===== src/rtl/ex_muldiv_unit.sv =====
// Iterative RV32M multiply/divide for the EX stage: radix-2 shift-add multiply, restoring divide.
// Latency: 33 edges from accept to o_done for normal ops, 1 edge for divide-by-zero / signed overflow.
// Backpressure: o_stall holds ID/EX while an op is being accepted or iterated; i_flush abandons it.
//
// Ports:
//   i_clk, i_rst          clock, asynchronous active-high reset
//   i_valid, i_op         M-extension op present in ID/EX, funct3 selector
//   i_rs1, i_rs2          operands (sampled only on the accept edge)
//   i_flush               drop any in-flight op, no result strobe
//   o_stall               stall request to pipeline control
//   o_done, o_result      one-cycle result strobe and the result (held until overwritten)
module ex_muldiv_unit #(
    parameter int XLEN = 32
) (
    input  logic            i_clk,
    input  logic            i_rst,
    input  logic            i_valid,
    input  logic [2:0]      i_op,
    input  logic [XLEN-1:0] i_rs1,
    input  logic [XLEN-1:0] i_rs2,
    input  logic            i_flush,
    output logic            o_stall,
    output logic            o_done,
    output logic [XLEN-1:0] o_result
);

    localparam int CW = $clog2(XLEN);
    localparam logic [XLEN-1:0]   ZERO    = '0;
    localparam logic [2*XLEN-1:0] ZERO2   = '0;
    localparam logic [XLEN-1:0]   MIN_NEG = {1'b1, {(XLEN-1){1'b0}}};

    typedef enum logic [1:0] {
        IDLE = 2'd0,
        CALC = 2'd1,
        DONE = 2'd2
    } state_t;

    state_t            state_q, state_d;
    // Multiply: {partial product hi, multiplier shifting out}. Divide: {remainder, dividend/quotient}.
    logic [2*XLEN-1:0] acc_q, acc_d;
    logic [XLEN-1:0]   opb_q, opb_d;     // multiplicand or divisor magnitude
    logic [2:0]        op_q, op_d;
    logic              neg_q, neg_d;     // final result must be negated
    logic [CW-1:0]     cnt_q, cnt_d;
    logic [XLEN-1:0]   result_q, result_d;

    // ---------------- accept-time decode ----------------
    logic            rs1_signed, rs2_signed, rs1_neg, rs2_neg, res_neg;
    logic            div_zero, div_ovf;
    logic [XLEN-1:0] rs1_abs, rs2_abs, special_res;

    assign rs1_signed = (i_op == 3'd1) || (i_op == 3'd2) || (i_op == 3'd4) || (i_op == 3'd6);
    assign rs2_signed = (i_op == 3'd1) || (i_op == 3'd4) || (i_op == 3'd6);
    assign rs1_neg    = rs1_signed & i_rs1[XLEN-1];
    assign rs2_neg    = rs2_signed & i_rs2[XLEN-1];
    assign rs1_abs    = rs1_neg ? (ZERO - i_rs1) : i_rs1;
    assign rs2_abs    = rs2_neg ? (ZERO - i_rs2) : i_rs2;
    // Remainder follows the dividend; everything else is the XOR of operand signs
    // (unsigned ops have both sign flags clear).
    assign res_neg    = (i_op == 3'd6) ? rs1_neg : (rs1_neg ^ rs2_neg);

    assign div_zero   = i_op[2] && (i_rs2 == ZERO);
    assign div_ovf    = ((i_op == 3'd4) || (i_op == 3'd6)) && (i_rs1 == MIN_NEG) && (i_rs2 == '1);
    // i_op[1] separates REM/REMU from DIV/DIVU.
    assign special_res = div_zero ? (i_op[1] ? i_rs1 : '1)
                                  : (i_op[1] ? ZERO : MIN_NEG);

    // ---------------- one iteration ----------------
    logic [XLEN:0]     mul_sum, div_shift;
    logic [XLEN-1:0]   div_diff;
    logic              div_fit;
    logic [2*XLEN-1:0] mul_step, div_step, step;

    assign mul_sum  = {1'b0, acc_q[2*XLEN-1:XLEN]} + (acc_q[0] ? {1'b0, opb_q} : {1'b0, ZERO});
    assign mul_step = {mul_sum, acc_q[XLEN-1:1]};

    // Shifted partial remainder can reach XLEN+1 bits; the compare uses all of them,
    // while the subtraction only needs XLEN bits because a fitting result is < divisor.
    assign div_shift = acc_q[2*XLEN-1:XLEN-1];
    assign div_fit   = div_shift >= {1'b0, opb_q};
    assign div_diff  = div_shift[XLEN-1:0] - opb_q;
    assign div_step  = {(div_fit ? div_diff : div_shift[XLEN-1:0]), acc_q[XLEN-2:0], div_fit};

    assign step = op_q[2] ? div_step : mul_step;

    // ---------------- sign correction of the final iteration ----------------
    logic [2*XLEN-1:0] prod_fix;
    logic [XLEN-1:0]   quo_fix, rem_fix, final_res;

    assign prod_fix = neg_q ? (ZERO2 - step) : step;
    assign quo_fix  = neg_q ? (ZERO - step[XLEN-1:0]) : step[XLEN-1:0];
    assign rem_fix  = neg_q ? (ZERO - step[2*XLEN-1:XLEN]) : step[2*XLEN-1:XLEN];

    always_comb begin
        final_res = rem_fix;
        case (op_q)
            3'd0:             final_res = prod_fix[XLEN-1:0];
            3'd1, 3'd2, 3'd3: final_res = prod_fix[2*XLEN-1:XLEN];
            3'd4, 3'd5:       final_res = quo_fix;
            default:          final_res = rem_fix;
        endcase
    end

    // ---------------- FSM next state ----------------
    always_comb begin
        state_d  = state_q;
        acc_d    = acc_q;
        opb_d    = opb_q;
        op_d     = op_q;
        neg_d    = neg_q;
        cnt_d    = cnt_q;
        result_d = result_q;

        case (state_q)
            IDLE: begin
                if (i_valid && !i_flush) begin
                    op_d  = i_op;
                    neg_d = res_neg;
                    cnt_d = '1;
                    if (i_op[2]) begin
                        acc_d = {ZERO, rs1_abs};
                        opb_d = rs2_abs;
                    end else begin
                        acc_d = {ZERO, rs2_abs};
                        opb_d = rs1_abs;
                    end
                    if (div_zero || div_ovf) begin
                        state_d  = DONE;
                        result_d = special_res;
                    end else begin
                        state_d = CALC;
                    end
                end
            end
            CALC: begin
                acc_d = step;
                cnt_d = cnt_q - 1'b1;
                if (cnt_q == '0) begin
                    state_d  = DONE;
                    result_d = final_res;
                end
            end
            DONE:    state_d = IDLE;
            default: state_d = IDLE;
        endcase

        // Flush wins over accept and over the final CALC->DONE step; the held result survives.
        if (i_flush) begin
            state_d  = IDLE;
            result_d = result_q;
        end
    end

    always_ff @(posedge i_clk or posedge i_rst) begin
        if (i_rst) begin
            state_q  <= IDLE;
            acc_q    <= '0;
            opb_q    <= '0;
            op_q     <= '0;
            neg_q    <= 1'b0;
            cnt_q    <= '0;
            result_q <= '0;
        end else begin
            state_q  <= state_d;
            acc_q    <= acc_d;
            opb_q    <= opb_d;
            op_q     <= op_d;
            neg_q    <= neg_d;
            cnt_q    <= cnt_d;
            result_q <= result_d;
        end
    end

    assign o_stall  = ((state_q == IDLE) && i_valid && !i_flush) || (state_q == CALC);
    assign o_done   = (state_q == DONE);
    assign o_result = result_q;

endmodule

===== config.mk =====
export PLATFORM = sky130hd
export DESIGN_NAME = ex_muldiv_unit
export DESIGN_NICKNAME = d
export VERILOG_FILES = /design/src/rtl/ex_muldiv_unit.sv
export SDC_FILE = /design/constraint.sdc
export NUM_CORES = 1
export LEC_CHECK = 0
export ABC_CLOCK_PERIOD_IN_PS = 7800
export BUFFER_PORTS_ARGS = -buffer_cell sky130_fd_sc_hd__buf_2
export CORE_AREA = 2 2 192 194
export CTS_CLUSTER_DIAMETER = 60
export DETAILED_ROUTE_END_ITERATION = 10
export DIE_AREA = 0 0 194 196
export GPL_TIMING_DRIVEN = 0
export PLACE_DENSITY = 0.64
export SLEW_MARGIN = 0
export SYNTH_ARGS = -nofsm -noshare
export SYNTH_HDL_FRONTEND = slang
export SYNTH_SLANG_ARGS = --single-unit

===== constraint.sdc =====
create_clock -name i_clk -period 7.8 [get_ports i_clk]
set_input_delay 1.17 -clock i_clk [delete_from_list [all_inputs] [get_ports i_clk]]
set_output_delay 1.17 -clock i_clk [all_outputs]
set_load 0.01 [all_outputs]

==> run metrics, run 1 <==
crit start category flop; post-CTS repair timing setup buffer count 0; number of buffers added by the clock tree synthesis step 17; clock tree from TritonCTS built; remaining antenna violation count 0; first-pass GRT wire length 114.4 mm; worst setup path class flop to flop; post-synthesis to final-layout area growth 10.94%; Clk pin slew, worst setup/hold paths 60 ps; relative slew slack 1.879%; post-synthesis instance area between 15,000 and 20,000 µm²; Fillers approximately 3,700; DIE HEIGHT 196 µm; pins over their slew limit 0; CP Capture Type flop; Final nets roughly 2,400; Post-DP HPWL 64.17 mm; global-route total usage across every layer between 40% and 50%; number of levels the H-tree was split into 4; Synth Warn # 0; average footprint of a synthesized cell 7.412 µm²; top-level port count 105; Period minus WS final 7702 ps; final setup violation count 0; Hold Violations, Final 0; share of layout cells above drive strength 1 9.139%; detailed-route vias per instance 6.715; RSZ-0062 raised after global routing no; data arrival at the endpoint of the critical path 8030 ps; Worst EP required 8130 ps; Iteration-0 DRC Markers 2,637; primary flip-flop cell chosen by synthesis mapping sky130_fd_sc_hd__dfrtp_1; power per unit of standard cell area 432.0 nW/µm²; pin slew with the least headroom to its limit ~1500 ps; DRC violation count after routing 0; grt ovf 0; final clock period utilization by the worst path 98.75%; Seq cells post-synth 139; placer congestion estimate 1.026; site row count 70; post-synth top area share 21.80%; FFs w/ async S/R, synth between 90% and 100%; upper clock frequency limit 129.8 MHz; clock root cell sky130_fd_sc_hd__clkbuf_16; Worst IR Drop VDD around 230 µV; DR WL/cell ~29 µm; total iterations of the first detailed-routing run 8; via count of the first global-routing pass 16,707; net count after synthesis 2,297; maximum number of pins on one net before global-route repair 79; run status finished with violations; clock sink count 139; number of antenna violations at the first check in global routing 4; initial core utilization 44.23%; violated checks capacitance limit; highest fanout seen on the critical path 10; Synth area leaders sky130_fd_sc_hd__dfrtp_1, sky130_fd_sc_hd__o21ai_0, sky130_fd_sc_hd__nand2_1, sky130_fd_sc_hd__xnor2_1, sky130_fd_sc_hd__ha_1; total wire length 79.03 mm; Max Clock Skew 18.06 ps; Placed Instances about 2,700; deepest clock path buffer count 2; P_leak 7.144 nW; proportion of synthesized chip area in sequential cells 21.80%; type of the worst min-delay path flop to flop; placeable core region 36,080 µm²; x dimension of the die 194 µm; library cell occupying the most area in the post-synthesis netlist sky130_fd_sc_hd__dfrtp_1; number of cells produced by synthesis approximately 2,200; input/output buffers 102; max-cap check violation count 1; Non-Filler Instances about 2,800; Worst-Skew Late Latency 450 ps; library cells used by synthesis 102; total via count in the routed design 18,519; number of enable flip-flop cells after synthesis 0; overall die area ~38,000 µm²; end-of-flow core utilization 49.07%
path summary, 6_finish.rpt:
check / from / end / slack, ps / depth (start not counted)
setup / recovery: opb_q[15] / o_result[14] / 100 / 22
hold / removal: cnt_q[4] / cnt_q[4] / 470 / 1
setup reg to reg: opb_q[15] / o_result[14] / 100 / 22
hold reg to reg: cnt_q[4] / cnt_q[4] / 470 / 1
max in group asynchronous: i_rst / o_result[30] / 6090 / 3
min in group asynchronous: i_rst / opb_q[22] / 850 / 2
report_power, final:
group | internal [mW] | switching [mW]
combinational | 1.76 | 3.73
sequential | 0.948 | 0.350
clock | 0.508 | 0.353
total | 3.21 | 4.44
sequential cells by signal, indices dropped and copies added, names as in the netlist:
| name | count |
|---|---|
| acc_q | 64 |
| o_result | 32 |
| opb_q | 32 |
| cnt_q | 5 |
| op_q | 3 |
| state_q | 2 |
| neg_q | 1 |
cells by family (layout without fill, tap and decap cells):
logic type / count (synthesis) / count (layout) / synth area share, %
simple gates: 758 / 758 / 23.40
compound gates: 744 / 744 / 30.86
buf+inv: 217 / 351 / 5.472
xor+xnor: 171 / 171 / 9.385
flops: 139 / 139 / 21.80
fa+ha+maj: 73 / 73 / 5.817
mux: 51 / 51 / 3.269
other cells: 0 / 3 / 0
cell usage after synthesis (all sizes together) (17+ instances only):
cell type and number:
and3 17, a21oi 162, o221ai 28, o21a 21, nand2 249, or3 25
clkbuf 108, o211ai 50, inv 75, nand4 39, nand2b 27, buf 33
o21ai 219, xnor2 102, xor2 69, and2 45, a31oi 35, nand3 36
nor4 25, a22o 19, o31ai 28, ha 71, nor2 160, dfrtp 139
a211oi 18, nor3 67, mux2i 42
critical path: stages (launching register included):
cell and delay (ps):
sky130_fd_sc_hd__dfrtp_1 510, sky130_fd_sc_hd__inv_1 80, sky130_fd_sc_hd__ha_1 270, sky130_fd_sc_hd__clkbuf_1 310, sky130_fd_sc_hd__nand4_1 520, sky130_fd_sc_hd__nor4_1 1050
sky130_fd_sc_hd__a31oi_2 380, sky130_fd_sc_hd__clkbuf_2 330, sky130_fd_sc_hd__a41oi_1 590, sky130_fd_sc_hd__inv_1 220, sky130_fd_sc_hd__ha_1 260, sky130_fd_sc_hd__nor3b_1 150
sky130_fd_sc_hd__o221ai_1 150, sky130_fd_sc_hd__or4_1 200, sky130_fd_sc_hd__nor2_1 90, sky130_fd_sc_hd__nand2b_1 220, sky130_fd_sc_hd__nor2_2 140, sky130_fd_sc_hd__a41oi_1 480
sky130_fd_sc_hd__nor2_1 200, sky130_fd_sc_hd__xnor2_1 180, sky130_fd_sc_hd__a222oi_1 790, sky130_fd_sc_hd__o21ai_0 160, sky130_fd_sc_hd__mux2_2 290
cells in the final DEF, fill, tap and decap left out, types with 17 or more instances in the layout:
cell and n:
sky130_fd_sc_hd__dfrtp_1 139, sky130_fd_sc_hd__a31oi_1 33, sky130_fd_sc_hd__a22o_1 19, sky130_fd_sc_hd__nor3_1 65, sky130_fd_sc_hd__nor2_1 159, sky130_fd_sc_hd__and2_1 43, sky130_fd_sc_hd__mux2i_1 42, sky130_fd_sc_hd__nor4_1 25
sky130_fd_sc_hd__o221ai_1 25, sky130_fd_sc_hd__clkbuf_16 17, sky130_fd_sc_hd__xnor2_1 102, sky130_fd_sc_hd__o21a_1 21, sky130_fd_sc_hd__nand2_1 247, sky130_fd_sc_hd__o21ai_0 217, sky130_fd_sc_hd__nand3_1 35, sky130_fd_sc_hd__inv_1 74
sky130_fd_sc_hd__buf_2 116, sky130_fd_sc_hd__nand2b_1 27, sky130_fd_sc_hd__or3_1 24, sky130_fd_sc_hd__ha_1 71, sky130_fd_sc_hd__a211oi_1 18, sky130_fd_sc_hd__o31ai_1 25, sky130_fd_sc_hd__clkbuf_1 106, sky130_fd_sc_hd__xor2_1 69
sky130_fd_sc_hd__o211ai_1 50, sky130_fd_sc_hd__nand4_1 39, sky130_fd_sc_hd__a21oi_1 160
per-stage QoR:
stage | hold slack [ps] | power [mW] | setup TNS (ps) | cell area, µm² | worst slack [ps]
finish | 472.7 | 7.649 | 0 | 17710 | 97.56
detailed placement | 469.5 | 6.496 | -89.13 | 17090 | -89.13
CTS | 475.6 | 7.377 | 0 | 17690 | 166.7
floorplan | 445.6 | 4.615 | 0 | 15960 | 2573
global placement | 464.1 | 6.471 | -148.1 | 17060 | -148.1
global route | 496.8 | 7.977 | 0 | 17700 | 36.23
layout make-up:
| type | instances | area (µm²) | area share [%] |
|---|---|---|---|
| well taps | 468 | 585.6 | 3.307 |
| multi-input cells | 1797 | 11620 | 65.61 |
| inverters | 76 | 290.3 | 1.639 |
| diodes | 3 | 7.507 | 0.04240 |
| clock inverters | 12 | 147.6 | 0.8339 |
| clock buffers | 19 | 442.9 | 2.502 |
| plain buffers | 140 | 594.3 | 3.357 |
| repair buffers | 104 | 543.0 | 3.067 |
| flip-flops and latches | 139 | 3478 | 19.65 |
repair_timing:
action | CTS | global route
endpoints found under the hold margin | 0 | 0
hold buffers | 0 | 0
gates resized for setup | 2 | 6
cloned | 0 | 0
pin swaps | 0 | 1
endpoints found under the setup margin | 1 | 4
metal layers:
metal	GRT usage, %	up-vias	part of all wire, %
met4	14.25	4	3.7
met1	56.21	8962	42
li1	-	8220	-
met3	13.53	167	13
met2	58.75	1166	41
met5	0	-	0.030
No activity file was read; power rests on OpenSTA's default activity.
==> run 2, diff against run 1 <==
Settings changed: ABC_CLOCK_PERIOD_IN_PS 7800 to 8500, CORE_AREA 2 2 192 194 to 4 4 194 196, CTS_BUF_LIST set to sky130_fd_sc_hd__clkbuf_8, DIE_AREA 0 0 194 196 to 0 0 198 200.
Clock period 7.8 ns to 8.5 ns, I/O delays scaled along.
==> run 2 against run 1 <==
Maximum frequency shrank 6.3%. Sequential share of layout area grew 0.18 points. The run now ends clean. Clock skew grew 1.7 ps. Largest power group unchanged. Non-clock buffer count is the same. Sequential cell count is the same. First-iteration DRC count grew 3.8%. Die area grew 4.1%. Sequential power shrank 8%. Clock power shrank 24%. Register-to-register slack gained 180 ps. Power shrank 11%.
==> run metrics, run 2 (synthesis results as in run 1) <==
type of the worst min-delay path flop to flop; Hold Violations, Final 0 (unchanged); DRC violation count after routing 0 (unchanged); sequential group share of total power 17.6% (+0.6 points); RSZ-0062 raised after global routing no; depth of the worst register-to-register path 20 (-9.1%); site row count 70 (unchanged); most common cell after layout, fill and taps aside sky130_fd_sc_hd__nand2_1; power per unit of standard cell area 388.3 nW/µm² (-10%); Non-Filler Instances 2,757 (-0.036%); via count of the first global-routing pass 16,783 (+0.45%); met3 WL 10.79 mm (+4.7%); placer congestion estimate 1.034 (+0.70%); share of layout cells above drive strength 1 9.047% (-0.091 points); pin slew with the least headroom to its limit 1412 ps (-41.50 ps); input/output buffers 102 (unchanged); total via count in the routed design 18,638 (+0.64%); Int Pwr 2.798 mW (-13%); pins over their slew limit 0 (unchanged); wire length on met1 32.71 mm (-1.1%); data arrival at the endpoint of the critical path 8620 ps (+590 ps); upper clock frequency limit 121.7 MHz (-6.3%); top routing layer in use met5; placeable core region 36,080 µm² (unchanged); CP Capture Type flop; Period minus WS final 8219 ps (+516.2 ps); number of buffers added by the clock tree synthesis step 17 (unchanged); highest fanout seen on the critical path 10 (unchanged); post-synthesis to final-layout area growth 9.918%; final design area excluding fillers 17,540 µm² (-0.93%); final clock period utilization by the worst path 96.69% (-2.1 points); first-pass GRT wire length 113.7 mm (-0.60%); aggregate negative setup slack 0 ps (unchanged); detailed-route vias per instance 6.760 (+0.68%); endpoint with the worst hold slack cnt_q[4]; clock sink count 139 (unchanged); total iterations of the first detailed-routing run 8 (unchanged); combinational share of power 72.8% (+1.0 points); WL met2 32.70 mm (-0.12%); final setup violation count 0 (unchanged); Min-Delay Startpoint cnt_q[4]; DP Worst Slack 334.0 ps (+423.2 ps); Clk pin slew, worst setup/hold paths 90 ps (+30 ps); x dimension of the die 198 µm (+2.1%); commonest non-fill, non-tap cells in the layout sky130_fd_sc_hd__nand2_1, sky130_fd_sc_hd__o21ai_0, sky130_fd_sc_hd__nor2_1, sky130_fd_sc_hd__a21oi_1, sky130_fd_sc_hd__dfrtp_1; global-route total usage across every layer 38.76% (-1.8 points); Switching Power 4.013 mW (-9.6%); clock tree from TritonCTS built; number of levels the H-tree was split into 4 (unchanged); worst setup slack for register-to-register paths 280 ps (+180 ps); post-CTS repair timing setup buffer count 0 (unchanged); Post-DP HPWL 64.18 mm (about the same); relative slew slack 5.237% (+3.4 points); switching share of total power 58.91% (+0.91 points); total wire length 79.48 mm (+0.56%); DR WL/cell 28.83 µm (+0.60%); placed standard-cell area 17,090 µm² (about the same); initial core utilization 44.23% (unchanged); Iteration-0 DRC Markers 2,737 (+3.8%); top-level port count 105 (unchanged); Worst IR Drop VDD 220.6 µV (-2.6%); Worst-Skew Late Latency 520 ps (+70 ps); Placed Instances 2,724 (-0.037%); P_leak 7.063 nW (-1.1%); max FFs per register 64 (unchanged); overall die area 39,600 µm² (+4.1%); launch point of the worst reg-to-reg path op_q[2]; instance count along the most critical hold path 1 (unchanged); Max Clock Skew 19.79 ps (+1.729 ps); Worst EP required 8910 ps (+780 ps); DIE HEIGHT 200 µm (+2.0%); clock network fraction of design power 9.6% (-1.7 points); run status complete, no violations; maximum number of pins on one net before global-route repair 75 (-5.1%); number of antenna violations at the first check in global routing 1 (-3); grt ovf 0 (unchanged); clock root cell sky130_fd_sc_hd__clkbuf_8; Final nets 2,419 (unchanged); max-cap check violation count 0 (-1); deepest clock path buffer count 2 (unchanged); remaining antenna violation count 0 (unchanged); crit start category flop; capture point of the worst reg-to-reg path o_result[14]; worst setup path class flop to flop; Top reg by flops acc_q; final critical-path setup slack 281.4 ps (+183.8 ps); Hold Buf Count CTS 0 (unchanged)
==> run 2: changes by cell type in the layout (fill, tap and decap cells not counted), moves of 2 or more <==
cell,change
sky130_fd_sc_hd__clkbuf_16,-17
sky130_fd_sc_hd__clkbuf_8,+16
sky130_fd_sc_hd__clkinv_2,-4
sky130_fd_sc_hd__clkinv_4,+2
sky130_fd_sc_hd__diode_2,-2
sky130_fd_sc_hd__inv_6,+4
==> run 2: metrics by stage <==
step | power [mW] | hold WS [ps] | utilization, %
after floorplan | 4.235 | 445.6 | -
after global placement | 5.865 | 463.6 | 47.26
after detailed placement | 5.898 | 473.3 | 47.37
after CTS | 6.562 | 485.7 | 48.60
after global routing | 7.104 | 493.3 | 48.61
final | 6.811 | 487.1 | 48.61
==> run 2: layer usage <==
metal,track usage (%),up-vias
met4,12.80,2
li1,-,8233
met3,13.63,197
met2,56.22,1240
met1,53.93,8966
met5,0,-
==> run 2: worst max path at each step <==
stage,startpoint,endpoint,slack [ps],cells past startpoint
floorplan,acc_q[37],o_result[14],3270,22
global placement,op_q[2],o_result[14],190,20
detailed placement,op_q[2],o_result[14],330,20
CTS,op_q[2],o_result[14],280,20
global route,op_q[2],o_result[14],100,20
finish,op_q[2],o_result[14],280,20
==> run 2: power groups by stage <==
stage / logic, mW / registers [mW] / clock network (mW)
4_1_cts: 4.74 / 1.17 / 0.654
2_1_floorplan: 3.17 / 1.06 / 0
3_5_place_dp: 4.72 / 1.18 / 0
3_3_place_gp: 4.69 / 1.17 / 0
5_1_grt: 5.22 / 1.21 / 0.680
6_report: 4.96 / 1.20 / 0.655
==> run 2: final cells by class <==
cell class                 instances  area (µm²)
fill                            3695       18540
multi-input combinational       1797       11610
sequential                       139        3478
buffer                           141       589.3
tap                              468       585.6
timing repair buffer             103       538.0
inverter                          76       290.3
clock buffer                      17       234.0
clock inverter                    15       210.2
antenna                            1       2.502
==> run 2: critical path, cell delays in order, from the launching register on <==
cell and delay [ps]:
sky130_fd_sc_hd__dfrtp_1 340, sky130_fd_sc_hd__buf_2 270, sky130_fd_sc_hd__buf_1 640, sky130_fd_sc_hd__clkbuf_1 530, sky130_fd_sc_hd__clkbuf_2 580, sky130_fd_sc_hd__buf_2 370
sky130_fd_sc_hd__buf_2 370, sky130_fd_sc_hd__mux2i_1 520, sky130_fd_sc_hd__ha_1 260, sky130_fd_sc_hd__nor3b_1 260, sky130_fd_sc_hd__o221ai_1 280, sky130_fd_sc_hd__or4_1 600
sky130_fd_sc_hd__nor2_1 370, sky130_fd_sc_hd__nand2b_1 220, sky130_fd_sc_hd__nor2_1 560, sky130_fd_sc_hd__a41oi_1 400, sky130_fd_sc_hd__nor2_1 330, sky130_fd_sc_hd__xnor2_1 110
sky130_fd_sc_hd__a222oi_1 650, sky130_fd_sc_hd__o21ai_0 160, sky130_fd_sc_hd__mux2_2 280
==> run 2: timing repair <==
| action | 4_1_cts | 5_1_grt |
|---|---|---|
| endpoints found under the hold margin | 0 | 0 |
| setup endpoints to repair | 0 | 1 |
| resized for setup | 0 | 2 |
